[config.mk]
export PLATFORM = sky130hd
export DESIGN_NAME = l2_rolling_ratio_sampler
export DESIGN_NICKNAME = d
export VERILOG_FILES = /design/src/rtl/l2_rolling_ratio_sampler.sv
export SDC_FILE = /design/constraint.sdc
export NUM_CORES = 1
export LEC_CHECK = 0
export ABC_CLOCK_PERIOD_IN_PS = 7000
export CELL_PAD_IN_SITES_DETAIL_PLACEMENT = 1
export CELL_PAD_IN_SITES_GLOBAL_PLACEMENT = 1
export CORE_ASPECT_RATIO = 0.7
export CORE_MARGIN = 1.5
export CORE_UTILIZATION = 46
export CTS_CLUSTER_DIAMETER = 50
export DETAILED_ROUTE_END_ITERATION = 7
export PLACE_DENSITY_LB_ADDON = 0.1
export SETUP_SLACK_MARGIN = 0.15
export SKIP_LAST_GASP = 1
export SYNTH_ARGS = -nofsm -noshare
export SYNTH_HDL_FRONTEND = slang
export SYNTH_SLANG_ARGS = --single-unit
export TNS_END_PERCENT = 5
[constraint.sdc]
create_clock -name clock -period 7 [get_ports clock]
set_input_delay 0.7 -clock clock [delete_from_list [all_inputs] [get_ports clock]]
set_output_delay 0.7 -clock clock [all_outputs]
set_load 0.02 [all_outputs]
[src/rtl/l2_rolling_ratio_sampler.sv]
`default_nettype none
// +----------------------------------------------------------------------------+
// | l2_rolling_ratio_sampler                                                   |
// | Windows late/issued prefetch counts and emits one registered sample per    |
// | window. Optional macro L2_ROLLING_WARMUP_EN drops the first windows.       |
// | Rev 1.0 - initial release                                                  |
// +----------------------------------------------------------------------------+
module l2_rolling_ratio_sampler #(
  parameter int unsigned WINDOW         = 1000,
  parameter int unsigned INC_W          = 4,
  parameter int unsigned WARMUP_WINDOWS = 2
) (
  input  logic             clock,
  input  logic             reset_n,
  input  logic             perf_enable,
  input  logic [INC_W-1:0] num_inc,
  input  logic [INC_W-1:0] den_inc,
  input  logic             flush,
  output logic             out_en,
  output logic [63:0]      out_yAxisPt,
  output logic [63:0]      out_xAxisPt,
  output logic [63:0]      out_stamp,
  output logic             done
);

  localparam logic [63:0] c_window = 64'(WINDOW);

  typedef enum logic [0:0] {
    ST_RUN  = 1'b0,
    ST_DONE = 1'b1
  } state_t;

  state_t      r_state;
  state_t      w_state_next;

  logic [63:0] r_num_acc;
  logic [63:0] r_den_acc;
  logic [63:0] r_x_total;
  logic [63:0] r_cyc;
  logic        r_out_en;
  logic [63:0] r_y;
  logic [63:0] r_x;
  logic [63:0] r_stamp;

  logic        w_run;
  logic [63:0] w_num_add;
  logic [63:0] w_den_add;
  logic [63:0] w_nsum;
  logic [63:0] w_dsum;
  logic [63:0] w_xsum;
  logic [63:0] w_num_acc_next;
  logic [63:0] w_den_acc_next;
  logic        w_complete;
  logic        w_partial;
  logic        w_emit;
  logic        w_warm_ok;

`ifdef L2_ROLLING_WARMUP_EN
  localparam int unsigned c_warm_w = (WARMUP_WINDOWS < 1) ? 1 : $clog2(WARMUP_WINDOWS + 1);
  localparam logic [c_warm_w-1:0] c_warm_target = c_warm_w'(WARMUP_WINDOWS);

  logic [c_warm_w-1:0] r_warm_cnt;

  assign w_warm_ok = (r_warm_cnt >= c_warm_target);

  // Saturates at the target so emission stays enabled forever after warm-up
  always_ff @(posedge clock or negedge reset_n) begin
    if (!reset_n) begin
      r_warm_cnt <= '0;
    end else if (w_complete && !w_warm_ok) begin
      r_warm_cnt <= r_warm_cnt + c_warm_w'(1);
    end
  end
`else
  assign w_warm_ok = 1'b1 | WARMUP_WINDOWS[0];
`endif

  always_comb begin
    w_run          = (r_state == ST_RUN);
    w_num_add      = (w_run && perf_enable) ? 64'(num_inc) : 64'd0;
    w_den_add      = (w_run && perf_enable) ? 64'(den_inc) : 64'd0;
    w_nsum         = r_num_acc + w_num_add;
    w_dsum         = r_den_acc + w_den_add;
    w_xsum         = r_x_total + w_den_add;
    w_complete     = w_run && (w_dsum >= c_window);
    w_partial      = w_run && flush && ((w_nsum != 64'd0) || (w_dsum != 64'd0));
    w_emit         = (w_complete || w_partial) && w_warm_ok;
    w_state_next   = r_state;
    w_num_acc_next = w_nsum;
    w_den_acc_next = w_dsum;
    // Overshoot beyond WINDOW is discarded here but survives in x_total
    if (w_complete) begin
      w_num_acc_next = 64'd0;
      w_den_acc_next = 64'd0;
    end
    if (w_run && flush) begin
      w_state_next = ST_DONE;
    end
  end

  always_ff @(posedge clock or negedge reset_n) begin
    if (!reset_n) begin
      r_state <= ST_RUN;
    end else begin
      r_state <= w_state_next;
    end
  end

  always_ff @(posedge clock or negedge reset_n) begin
    if (!reset_n) begin
      r_num_acc <= 64'd0;
      r_den_acc <= 64'd0;
      r_x_total <= 64'd0;
      r_cyc     <= 64'd0;
      r_out_en  <= 1'b0;
      r_y       <= 64'd0;
      r_x       <= 64'd0;
      r_stamp   <= 64'd0;
    end else begin
      r_cyc     <= r_cyc + 64'd1;
      r_num_acc <= w_num_acc_next;
      r_den_acc <= w_den_acc_next;
      r_x_total <= w_xsum;
      r_out_en  <= w_emit;
      if (w_emit) begin
        r_y     <= w_nsum;
        r_x     <= w_xsum;
        r_stamp <= r_cyc;
      end
    end
  end

  assign out_en      = r_out_en;
  assign out_yAxisPt = r_y;
  assign out_xAxisPt = r_x;
  assign out_stamp   = r_stamp;
  assign done        = (r_state == ST_DONE);

endmodule
`default_nettype wire

[Word-level counts from Yosys, hierarchy flattened]
Cells that the tools add are included.
Cells by class
  add/subtract/negate cells: 4
  bitwise operators: 1
  reductions and logical operators: 8
  muxes and demuxes: 4
  order comparisons: 1
Operator list (number)
  $add 64x4->64: 3
  $mux 64: 2
  $reduce_bool 64->1: 2
  $add 64x1->64 const B: 1
  $ge 64x10->1 const B: 1
  $mux 4: 2
  $logic_and 1x1->1: 4
  $logic_or 1x1->1: 2
  $not 1->1: 1
Word-level totals
  output and inout bits: 194
  register bits: 450
  input port bits: 12
  logic and storage cells: 27

[Depth between registers and ports, before layout]
Gate-level depths: netlist of run 1.
  depth in word-level cells: 8
  depth in mapped cells: 19
  depth with buffers taken out: 15

[Worst setup path after synthesis of run 1]
Ideal clock, no wire load.
  path kind: input -> register
  start: input port perf_enable
  end: register r_y[35] (netlist: out_yAxisPt[35])
  stages: 19
  buffers on the path: 4
  arrival: 5235 ps
  slack: 1637 ps
  setup time: 128 ps
  required time: 6872 ps
  cell sequence: nor2b_1 clkbuf_1 and2_1 ha_1 inv_1 fa_1 nand2b_1 a21o_1 clkbuf_1 nor4_1 mux2_2 o21ai_0 nand2_1 or4_1 o41a_1 o21bai_2 buf_4 buf_6 mux2_1
Between the ends
  longest elaborated chain between the ends: 7
  elaborated cells on any way between the ends: 12
  classes of those cells: 2 x add/sub; 1 x order compare; 2 x mux; 7 x reduce/logical
RTL lines
  start, declared: RTL line 15  | input logic perf_enable,
  $logic_and 1x1->1 *: RTL line 80, 81
  branches (longest 6 deep; another with $add 64x4->64)
  end signal, assigned: RTL line 126  | r_y <= w_nsum;
  end, declared: RTL line 41  | logic [63:0] r_y;
Every way passes the cells marked *.
A chain may end at the register's enable or synchronous reset.

[Worst setup path in the final report of run 1]
  start: input port perf_enable
  end: register r_stamp[57] (netlist: out_stamp[57])
Between the ends
  longest elaborated chain between the ends: 7
  elaborated cells on any way between the ends: 12
  classes of those cells: 2 x add/sub; 1 x order compare; 2 x mux; 7 x reduce/logical
RTL lines
  $logic_and 1x1->1 *: RTL line 80, 81
  branches (longest 5 deep; another with $add 64x4->64)
  $logic_or 1x1->1 *: RTL line 87  | w_emit = (w_complete || w_partial) && w_warm_ok;
  end signal, assigned: RTL line 128  | r_stamp <= r_cyc;
  end, declared: RTL line 43  | logic [63:0] r_stamp;
Marked as above.

==> report_table.html, run 1 <==
<table>
<tr><th>Metric</th><th>Value</th></tr>
<tr><th colspan="2">Run status</th></tr>
<tr><td>Outcome</td><td>completed</td></tr>
<tr><th colspan="2">Global routing</th></tr>
<tr><td>Overflow after GRT</td><td>0</td></tr>
<tr><td>Number of antenna violations at the first check in global routing</td><td>0</td></tr>
<tr><td>Global routing usage summed across all routing layers</td><td>0.243</td></tr>
<tr><td>Number of global-route vias before repair</td><td>16323</td></tr>
<tr><td>First-pass GRT wire length</td><td>91800 um</td></tr>
<tr><td>Maximum number of pins on one net before global-route repair</td><td>125</td></tr>
<tr><th colspan="2">Synthesis</th></tr>
<tr><td>Main synth FF type</td><td>sky130_fd_sc_hd__dfrtp_1</td></tr>
<tr><td>Top cells by area in the synthesized netlist</td><td>sky130_fd_sc_hd__dfrtp_1 53%, sky130_fd_sc_hd__xnor2_1 6.7%, sky130_fd_sc_hd__mux2_1 6.2%, sky130_fd_sc_hd__nor2_1 3.5%, sky130_fd_sc_hd__xor2_1 3.3%</td></tr>
<tr><td>Synthesized flop and latch total</td><td>450</td></tr>
<tr><td>Area share of the leading cell type in the synthesized netlist</td><td>0.531</td></tr>
<tr><td>EDFF count, synth</td><td>0</td></tr>
<tr><td>Proportion of synthesized chip area in sequential cells</td><td>0.531</td></tr>
<tr><td>Mapped Nets</td><td>1961</td></tr>
<tr><td>Average cell area after synthesis</td><td>10.9 um^2</td></tr>
<tr><td>Number of library cell types mapped by synthesis</td><td>73</td></tr>
<tr><td>Cell count after synthesis</td><td>1937</td></tr>
<tr><td>Cell accounting for the most synthesized area</td><td>sky130_fd_sc_hd__dfrtp_1</td></tr>
<tr><td>Synthesized cell area</td><td>0.0212 mm^2</td></tr>
<tr><td>Count of yosys warnings during synthesis</td><td>0</td></tr>
<tr><td>Synth async-reset ratio</td><td>1.00</td></tr>
<tr><th colspan="2">Placed design</th></tr>
<tr><td>Number of I/O port buffers</td><td>205</td></tr>
<tr><td>Placer's final routability congestion estimate</td><td>0.914</td></tr>
<tr><td>Half-perimeter wire length of the detailed placement result</td><td>40300 um</td></tr>
<tr><td>Pre-CTS setup slack</td><td>638 ps</td></tr>
<tr><th colspan="2">Clock network</th></tr>
<tr><td>Hold_buf cts</td><td>0</td></tr>
<tr><td>Buffer levels on the longest clock path</td><td>3</td></tr>
<tr><td>Number of sinks driven by the clock tree</td><td>450</td></tr>
<tr><td>Post-CTS setup buffer count</td><td>0</td></tr>
<tr><td>TritonCTS clock tree</td><td>built</td></tr>
<tr><td>Cell at the root of the clock tree</td><td>sky130_fd_sc_hd__clkbuf_16</td></tr>
<tr><td>Number of levels in the clock H-tree</td><td>2</td></tr>
<tr><td>Clock latency on the worst-skew pair</td><td>570 ps</td></tr>
<tr><td>CTS Buf Count</td><td>47</td></tr>
<tr><td>Clock input transition at the sequential cells of the worst setup and hold paths</td><td>60 ps</td></tr>
<tr><td>Gates resized, CTS repair</td><td>0</td></tr>
<tr><th colspan="2">Route</th></tr>
<tr><td>First-pass DRT Iterations</td><td>5</td></tr>
<tr><td>Number of DRC markers in iteration 0</td><td>1062</td></tr>
<tr><td>Avg Vias per Cell</td><td>5.57</td></tr>
<tr><td>WL/cell</td><td>20.4 um</td></tr>
<tr><td>Count of unresolved DRC violations after routing</td><td>0</td></tr>
<tr><td>Number of nets with antenna violations after routing</td><td>0</td></tr>
<tr><td>Drt total wl</td><td>56800 um</td></tr>
<tr><td>Detailed-route via count</td><td>15495</td></tr>
<tr><th colspan="2">Critical path</th></tr>
<tr><td>CP Launch Type</td><td>input port</td></tr>
<tr><td>Origin of the critical flop-to-flop path</td><td>done</td></tr>
<tr><td>Worst Setup EP</td><td>out_stamp[57]</td></tr>
<tr><td>Arrival time at the worst endpoint</td><td>6300 ps</td></tr>
<tr><td>Reg2reg path depth</td><td>17</td></tr>
<tr><td>Register-to-Register Setup Slack</td><td>1430 ps</td></tr>
<tr><td>Critical register-to-register path endpoint</td><td>out_stamp[57]</td></tr>
<tr><td>Nature of the critical path endpoint</td><td>register</td></tr>
<tr><td>Largest fanout of any net on the critical path</td><td>49</td></tr>
<tr><td>Startpoint-to-endpoint class of the critical path</td><td>input port to register</td></tr>
<tr><td>Data required, critical path</td><td>7450 ps</td></tr>
<tr><td>Setup crit start</td><td>perf_enable</td></tr>
<tr><th colspan="2">Die</th></tr>
<tr><td>Standard-cell rows</td><td>65</td></tr>
<tr><td>Starting utilization of the core area</td><td>0.468</td></tr>
<tr><td>Die Y</td><td>183 um</td></tr>
<tr><td>Io pins</td><td>206</td></tr>
<tr><td>Area inside the core boundary</td><td>0.0453 mm^2</td></tr>
<tr><td>Width of the die</td><td>260 um</td></tr>
<tr><td>Die area</td><td>0.0474 mm^2</td></tr>
<tr><th colspan="2">Timing</th></tr>
<tr><td>FMAX</td><td>171 MHz</td></tr>
<tr><td>Pins over their slew limit</td><td>0</td></tr>
<tr><td>Setup clock skew after layout</td><td>18.2 ps</td></tr>
<tr><td>RSZ-0062 raised after global routing</td><td>no</td></tr>
<tr><td>Time the worst path needs with I/O delays and setup</td><td>5850 ps</td></tr>
<tr><td>Actual transition at the worst max-transition pin</td><td>1080 ps</td></tr>
<tr><td>Setup violators final</td><td>0</td></tr>
<tr><td>Final worst-path setup slack</td><td>1150 ps</td></tr>
<tr><td>Final TNS setup</td><td>0 ps</td></tr>
<tr><td>Number of hold violations in the final report</td><td>0</td></tr>
<tr><td>Worst-case headroom to the max-slew limit</td><td>0.277</td></tr>
<tr><td>Share of the clock period used by the worst path after layout</td><td>0.836</td></tr>
<tr><th colspan="2">Finish</th></tr>
<tr><td>Synthesis-to-finish area growth</td><td>19.9%</td></tr>
<tr><td>Fraction of layout cells with a size suffix above 1</td><td>0.0707</td></tr>
<tr><td>Net count, final</td><td>2167</td></tr>
<tr><td>Number of inserted diodes</td><td>0</td></tr>
<tr><th colspan="2">Run</th></tr>
<tr><td>Max Cap Viol</td><td>0</td></tr>
<tr><th colspan="2">Power</th></tr>
<tr><td>Power per cell area</td><td>209 mW/mm^2</td></tr>
<tr><td>Maximum vdd drop</td><td>0.000170 V</td></tr>
<tr><td>Standby leakage power</td><td>0.0119 uW</td></tr>
<tr><th colspan="2">Min path</th></tr>
<tr><td>Kind of path behind the tightest hold check</td><td>input port to asynchronous set/reset pin</td></tr>
</table>
routing by layer:
layer | vias to the layer above | wire [um] | GRT usage
met5 | - | 0 | 0
met4 | 0 | 900 | 0.0488
met3 | 65 | 3070 | 0.0433
met2 | 343 | 24800 | 0.361
met1 | 7993 | 28100 | 0.370
li1 | 7094 | - | -
area by class of cell:
class                           count  area, um^2
Clock buffer                       66        1320
Clock inverter                     17         214
Timing Repair Buffer              233        2340
Multi-Input combinational cell   1326        9210
Sequential cell                   450       11300
Tap cell                          603         754
Inverter                           85         319
Fill cell                        4775       19900
flip-flops by register name, summed over array words and instances (netlist names):
name and flops:
done 1, out_en 1, out_stamp 64, out_xAxisPt 64
out_yAxisPt 64, r_cyc 64, r_den_acc 64, r_num_acc 64
r_x_total 64
worst min path at each step:
| stage | start | slack, ps | endpoint | cells after the start |
|---|---|---|---|---|
| 2_1_floorplan | reset_n | 400 | done | 0 |
| 5_1_grt | reset_n | 270 | out_yAxisPt[12] | 1 |
| 6_report | reset_n | 200 | out_yAxisPt[17] | 1 |
| 3_5_place_dp | r_x_total[63] | 460 | r_x_total[63] | 1 |
| 3_3_place_gp | r_x_total[63] | 450 | r_x_total[63] | 1 |
| 4_1_cts | reset_n | 260 | out_yAxisPt[17] | 1 |
cell families (layout without fill, tap and decap cells):
group,Yosys count,count (layout),share of synthesized area
simple gates,757,757,0.185
flops,450,450,0.531
xor+xnor,243,243,0.100
mux,202,202,0.104
buf+inv,161,401,0.0353
compound gates,111,111,0.0361
fa+ha+maj,13,13,0.00791
worst max-delay path, cell delays in order:
cell and delay [ps]:
sky130_fd_sc_hd__clkdlybuf4s50_1 520, sky130_fd_sc_hd__nor2b_1 190, sky130_fd_sc_hd__and2_1 150, sky130_fd_sc_hd__ha_1 180
sky130_fd_sc_hd__inv_1 70, sky130_fd_sc_hd__fa_1 390, sky130_fd_sc_hd__nand2b_1 240, sky130_fd_sc_hd__a21o_1 350
sky130_fd_sc_hd__nor4_1 570, sky130_fd_sc_hd__mux2_2 390, sky130_fd_sc_hd__o21ai_0 240, sky130_fd_sc_hd__nand2_1 90
sky130_fd_sc_hd__or4_1 560, sky130_fd_sc_hd__o41a_1 480, sky130_fd_sc_hd__o21bai_4 210, sky130_fd_sc_hd__buf_12 330
sky130_fd_sc_hd__buf_12 240, sky130_fd_sc_hd__mux2_1 350
cell usage after synthesis (17+ instances only):
library cell               count
sky130_fd_sc_hd__dfrtp_1     450
sky130_fd_sc_hd__nor2_1      195
sky130_fd_sc_hd__xnor2_1     163
sky130_fd_sc_hd__nand2_1     140
sky130_fd_sc_hd__mux2_1      117
sky130_fd_sc_hd__nand3_1      94
sky130_fd_sc_hd__inv_1        85
sky130_fd_sc_hd__xor2_1       80
sky130_fd_sc_hd__nand4_1      65
sky130_fd_sc_hd__mux2i_1      58
sky130_fd_sc_hd__nor3_1       45
sky130_fd_sc_hd__and3_1       41
sky130_fd_sc_hd__clkbuf_1     34
sky130_fd_sc_hd__nor4_1       33
sky130_fd_sc_hd__mux2_2       27
sky130_fd_sc_hd__and2_1       24
sky130_fd_sc_hd__nor2b_1      24
sky130_fd_sc_hd__a21oi_1      22
sky130_fd_sc_hd__o21ai_0      20
sky130_fd_sc_hd__buf_2        17
sky130_fd_sc_hd__or3_1        17
power by group:
part / total (uW) / switching, uW / internal [uW]
logic: 159 / 107 / 52.1
registers: 2640 / 16.5 / 2620
clock network: 2530 / 1060 / 1470
through the flow:
| step | utilization | instance area (um^2) | hold WS [ps] | total power, uW | instances |
|---|---|---|---|---|---|
| after floorplan | - | 21200 | 404 | 2740 | 1937 |
| after global placement | 0.527 | 23900 | 452 | 2840 | 2697 |
| after detailed placement | 0.527 | 23900 | 457 | 2850 | 2697 |
| after CTS | 0.561 | 25400 | 264 | 5380 | 2780 |
| after global routing | 0.561 | 25400 | 270 | 5520 | 2780 |
| final | 0.561 | 25400 | 202 | 5330 | 2780 |
placed cells by master, fill, tap and decap left out, drive strengths merged, types with 17 or more instances in the layout:
master	instances
mux2	144
nand2	140
xnor2	163
clkdlybuf4s50	204
a21oi	22
dfrtp	450
nor2	195
nand4	68
xor2	80
nor3	47
mux2i	58
buf	29
o21ai	21
or3	17
clkbuf	66
and3	41
nand3	95
nor4	38
inv	88
nor2b	24
and2	24
Note: power is estimated with default switching activity, not from simulation.
==> run 2: changes to the inputs <==
--- a/config.mk
+++ b/config.mk
@@ -5,12 +5,12 @@
 export SDC_FILE = /design/constraint.sdc
 export NUM_CORES = 1
 export LEC_CHECK = 0
-export ABC_CLOCK_PERIOD_IN_PS = 7000
+export ABC_CLOCK_PERIOD_IN_PS = 4800
 export CELL_PAD_IN_SITES_DETAIL_PLACEMENT = 1
 export CELL_PAD_IN_SITES_GLOBAL_PLACEMENT = 1
 export CORE_ASPECT_RATIO = 0.7
 export CORE_MARGIN = 1.5
-export CORE_UTILIZATION = 46
+export CORE_UTILIZATION = 41
 export CTS_CLUSTER_DIAMETER = 50
 export DETAILED_ROUTE_END_ITERATION = 7
 export PLACE_DENSITY_LB_ADDON = 0.1
==> constraint.sdc (replaced) <==
create_clock -name clock -period 4.8 [get_ports clock]
set_input_delay 0.48 -clock clock [delete_from_list [all_inputs] [get_ports clock]]
set_output_delay 0.48 -clock clock [all_outputs]
set_load 0.02 [all_outputs]
==> run 2 against run 1 <==
Against the previous run:
- the run now ends with design-rule violations, negative setup slack left
- wire length increased by 11%
- flip-flop and latch count unchanged
- setup slack worse by 1200 ps
- register-to-register slack worse by 1500 ps
- count of clock-buffer cells in the layout up 1
- first-iteration DRC count is 7.1% higher
- final cell count is 11% higher
- clock power is 53% higher
- critical path type is now register to register
- critical endpoint is now out_stamp[29]
==> report_table.html, run 2 (synthesized netlist as in run 1, its figures left out) <==
<table>
<tr><th>Metric</th><th>Value</th></tr>
<tr><th colspan="2">Run status</th></tr>
<tr><td>Outcome</td><td>finished, violations left</td></tr>
<tr><td>Violations in the final reports</td><td>design-rule violations, negative setup slack</td></tr>
<tr><th colspan="2">Route</th></tr>
<tr><td>WL/cell</td><td>20.5 um (+0.26%)</td></tr>
<tr><td>Number of DRC markers in iteration 0</td><td>1137 (+7.1%)</td></tr>
<tr><td>Drt total wl</td><td>63000 um (+11%)</td></tr>
<tr><td>Count of unresolved DRC violations after routing</td><td>18 (+18)</td></tr>
<tr><td>Detailed-route via count</td><td>16484 (+6.4%)</td></tr>
<tr><td>Number of nets with antenna violations after routing</td><td>0 (unchanged)</td></tr>
<tr><td>Avg Vias per Cell</td><td>5.36 (-3.8%)</td></tr>
<tr><td>First-pass DRT Iterations</td><td>7 (+2)</td></tr>
<tr><th colspan="2">Clock network</th></tr>
<tr><td>Number of sinks driven by the clock tree</td><td>450 (unchanged)</td></tr>
<tr><td>Clock input transition at the sequential cells of the worst setup and hold paths</td><td>60 ps (about the same)</td></tr>
<tr><td>TritonCTS clock tree</td><td>built</td></tr>
<tr><td>CTS Buf Count</td><td>50 (+6.4%)</td></tr>
<tr><td>Buffer levels on the longest clock path</td><td>3 (unchanged)</td></tr>
<tr><td>Cell at the root of the clock tree</td><td>sky130_fd_sc_hd__clkbuf_16</td></tr>
<tr><td>Clock latency on the worst-skew pair</td><td>580 ps (about the same)</td></tr>
<tr><td>Number of levels in the clock H-tree</td><td>2 (unchanged)</td></tr>
<tr><th colspan="2">Placed design</th></tr>
<tr><td>Placed Instances</td><td>2954 (+9.5%)</td></tr>
<tr><td>Number of I/O port buffers</td><td>205 (unchanged)</td></tr>
<tr><td>Half-perimeter wire length of the detailed placement result</td><td>44300 um (+9.9%)</td></tr>
<tr><td>Placer's final routability congestion estimate</td><td>0.912 (-0.21%)</td></tr>
<tr><td>Dpl cell area</td><td>0.0255 mm^2 (+6.8%)</td></tr>
<tr><th colspan="2">Run</th></tr>
<tr><td>Max Cap Viol</td><td>0 (unchanged)</td></tr>
<tr><th colspan="2">Critical path</th></tr>
<tr><td>Max incr delay on CP</td><td>490 ps (-80 ps)</td></tr>
<tr><td>Number of buffers and inverters on the critical path</td><td>9 (+5)</td></tr>
<tr><td>Max stage delay cell, worst path</td><td>sky130_fd_sc_hd__o41a_1</td></tr>
<tr><td>CP Launch Type</td><td>register</td></tr>
<tr><td>Nature of the critical path endpoint</td><td>register</td></tr>
<tr><td>Largest fanout of any net on the critical path</td><td>5 (-90%)</td></tr>
<tr><td>Data required, critical path</td><td>5260 ps (-2190 ps)</td></tr>
<tr><td>Register-to-Register Setup Slack</td><td>-100 ps (-1530 ps)</td></tr>
<tr><td>Most prevalent standard cell on the critical path</td><td>sky130_fd_sc_hd__buf_12</td></tr>
<tr><td>CP delay by family, top</td><td>simple AND/OR/NAND/NOR gates</td></tr>
<tr><td>List of cells traversed by the critical path</td><td>nor2b_4 &gt; and2_4 &gt; ha_4 &gt; inv_2 &gt; fa_2 &gt; nand2b_4 &gt; buf_6 &gt; a211oi_1 &gt; nand4_1 &gt; buf_4 &gt; buf_4 &gt; nor3_1 &gt; xor2_1 &gt; nor2_2 &gt; nand4_1 &gt; o41a_1 &gt; o21bai_4 &gt; buf_12 &gt; buf_8 &gt; buf_12 &gt; buf_12 &gt; buf_16 &gt; mux2_1</td></tr>
<tr><td>Arrival time at the worst endpoint</td><td>5350 ps (-950 ps)</td></tr>
<tr><td>Startpoint-to-endpoint class of the critical path</td><td>register to register</td></tr>
<tr><th colspan="2">Timing</th></tr>
<tr><td>Actual transition at the worst max-transition pin</td><td>718 ps (-366 ps)</td></tr>
<tr><td>Worst-case headroom to the max-slew limit</td><td>0.518 (+0.240)</td></tr>
<tr><td>Number of hold violations in the final report</td><td>0 (unchanged)</td></tr>
<tr><td>Share of the clock period used by the worst path after layout</td><td>1.02</td></tr>
<tr><td>RSZ-0062 raised after global routing</td><td>yes</td></tr>
<tr><td>FMAX</td><td>204 MHz</td></tr>
<tr><td>Pins over their slew limit</td><td>0 (unchanged)</td></tr>
<tr><td>Time the worst path needs with I/O delays and setup</td><td>4900 ps</td></tr>
<tr><td>Setup violators final</td><td>111 (+111)</td></tr>
<tr><td>Final worst-path setup slack</td><td>-99.3 ps (-1250 ps)</td></tr>
<tr><td>Setup clock skew after layout</td><td>19.6 ps (+1.41 ps)</td></tr>
<tr><td>Final TNS setup</td><td>-4170 ps (-4170 ps)</td></tr>
<tr><td>Final-layout worst hold slack</td><td>480 ps (+278 ps)</td></tr>
<tr><th colspan="2">Finish</th></tr>
<tr><td>Post-Layout Inst Area</td><td>0.0281 mm^2 (+10%)</td></tr>
<tr><td>Number of inserted diodes</td><td>0 (unchanged)</td></tr>
<tr><td>Top library cells by usage in the layout, fill and taps aside</td><td>449 x sky130_fd_sc_hd__dfrtp_1, 203 x sky130_fd_sc_hd__clkdlybuf4s50_1, 197 x sky130_fd_sc_hd__buf_4</td></tr>
<tr><td>Fraction of layout cells with a size suffix above 1</td><td>0.178 (+0.108)</td></tr>
<tr><td>Synthesis-to-finish area growth</td><td>32.4%</td></tr>
<tr><td>Net count, final</td><td>2389 (+10%)</td></tr>
<tr><td>Most common cell after layout, fill and taps aside</td><td>sky130_fd_sc_hd__dfrtp_1</td></tr>
<tr><td>Fillcell total</td><td>5364 (+12%)</td></tr>
<tr><td>Final core utilization</td><td>0.551 (-0.00993)</td></tr>
<tr><td>Count of non-filler cells in the finished layout</td><td>3074 (+11%)</td></tr>
<tr><th colspan="2">Power</th></tr>
<tr><td>Standby leakage power</td><td>0.0133 uW (+12%)</td></tr>
<tr><td>Power per cell area</td><td>284 mW/mm^2 (+36%)</td></tr>
<tr><td>Maximum vdd drop</td><td>0.000278 V (+64%)</td></tr>
<tr><th colspan="2">Die</th></tr>
<tr><td>Standard-cell rows</td><td>69 (+6.2%)</td></tr>
<tr><td>Area inside the core boundary</td><td>0.0509 mm^2 (+12%)</td></tr>
<tr><td>Width of the die</td><td>275 um (+5.9%)</td></tr>
<tr><td>Die Y</td><td>193 um (+5.8%)</td></tr>
<tr><td>Starting utilization of the core area</td><td>0.416 (-0.0518)</td></tr>
<tr><td>Io pins</td><td>206 (unchanged)</td></tr>
<tr><td>Die area</td><td>0.0531 mm^2 (+12%)</td></tr>
<tr><th colspan="2">Global routing</th></tr>
<tr><td>Number of global-route vias before repair</td><td>17530 (+7.4%)</td></tr>
<tr><td>Overflow after GRT</td><td>0 (unchanged)</td></tr>
<tr><td>First-pass GRT wire length</td><td>101000 um (+9.8%)</td></tr>
<tr><td>Global routing usage summed across all routing layers</td><td>0.240 (-0.00280)</td></tr>
<tr><td>Number of antenna violations at the first check in global routing</td><td>0 (unchanged)</td></tr>
<tr><td>Maximum number of pins on one net before global-route repair</td><td>121 (-3.2%)</td></tr>
<tr><th colspan="2">Min path</th></tr>
<tr><td>Kind of path behind the tightest hold check</td><td>register to register</td></tr>
</table>
[run 2: cell count changes in the layout (fill, tap and decap cells not counted), sizes merged]
cell / delta
buf: +215
bufinv: -1
inv: +2
dlygate4sd2: +1
clkdlybuf4s50: -1
clkinv: +1
clkinvlp: +1
bufbuf: +2
clkbuf: +2
dlygate4sd3: +1
[run 2: area by class of cell]
cell class              instances  area, um^2  area share
clock inverters                20         219     0.00780
inverters                      85         319      0.0114
repair buffers                452        4480       0.160
clock buffers                  67        1420      0.0504
well taps                     674         843      0.0300
flip-flops and latches        450       11300       0.401
multi-input cells            1326        9540       0.340
[run 2: repair_timing]
action	4_1_cts	5_1_grt
pin swaps	20	6
hold buffers	1	0
endpoints found under the hold margin	80	0
gates cloned	7	1
endpoints found under the setup margin	311	193
setup buffers	20	4
gates resized for setup	76	19
[run 2: path summary, 6_finish.rpt]
check,to,from,cells past startpoint
hold reg to reg,r_x_total[63],r_x_total[63],1
setup reg to reg,out_stamp[29],done,23
min in group asynchronous,out_yAxisPt[7],reset_n,2
max in group asynchronous,out_xAxisPt[34],reset_n,3
setup / recovery,out_stamp[29],done,23
hold / removal,r_x_total[63],r_x_total[63],1
[run 2: routing by layer]
metal | up-vias | track usage | wire [um] | part of all wire
met5 | - | 0 | 0 | 0
met4 | 0 | 0.0540 | 1190 | 0.019
met3 | 81 | 0.0448 | 3560 | 0.057
met2 | 365 | 0.359 | 27600 | 0.44
met1 | 8485 | 0.360 | 30600 | 0.49
li1 | 7553 | - | - | -
[run 2: report_power, final]
| part | switching (uW) | internal [uW] | total [uW] |
|---|---|---|---|
| Clock | 1620 | 2240 | 3860 |
| Sequential | 25.0 | 3830 | 3850 |
| Combinational | 167 | 98.5 | 266 |
[run 2: through the flow]
step,setup slack [ps],total power [uW]
after floorplan,153,4000
after global placement,-921,4170
after detailed placement,-1040,4180
after CTS,-0.804,8090
after global routing,-229,8280
final,-99.3,7970
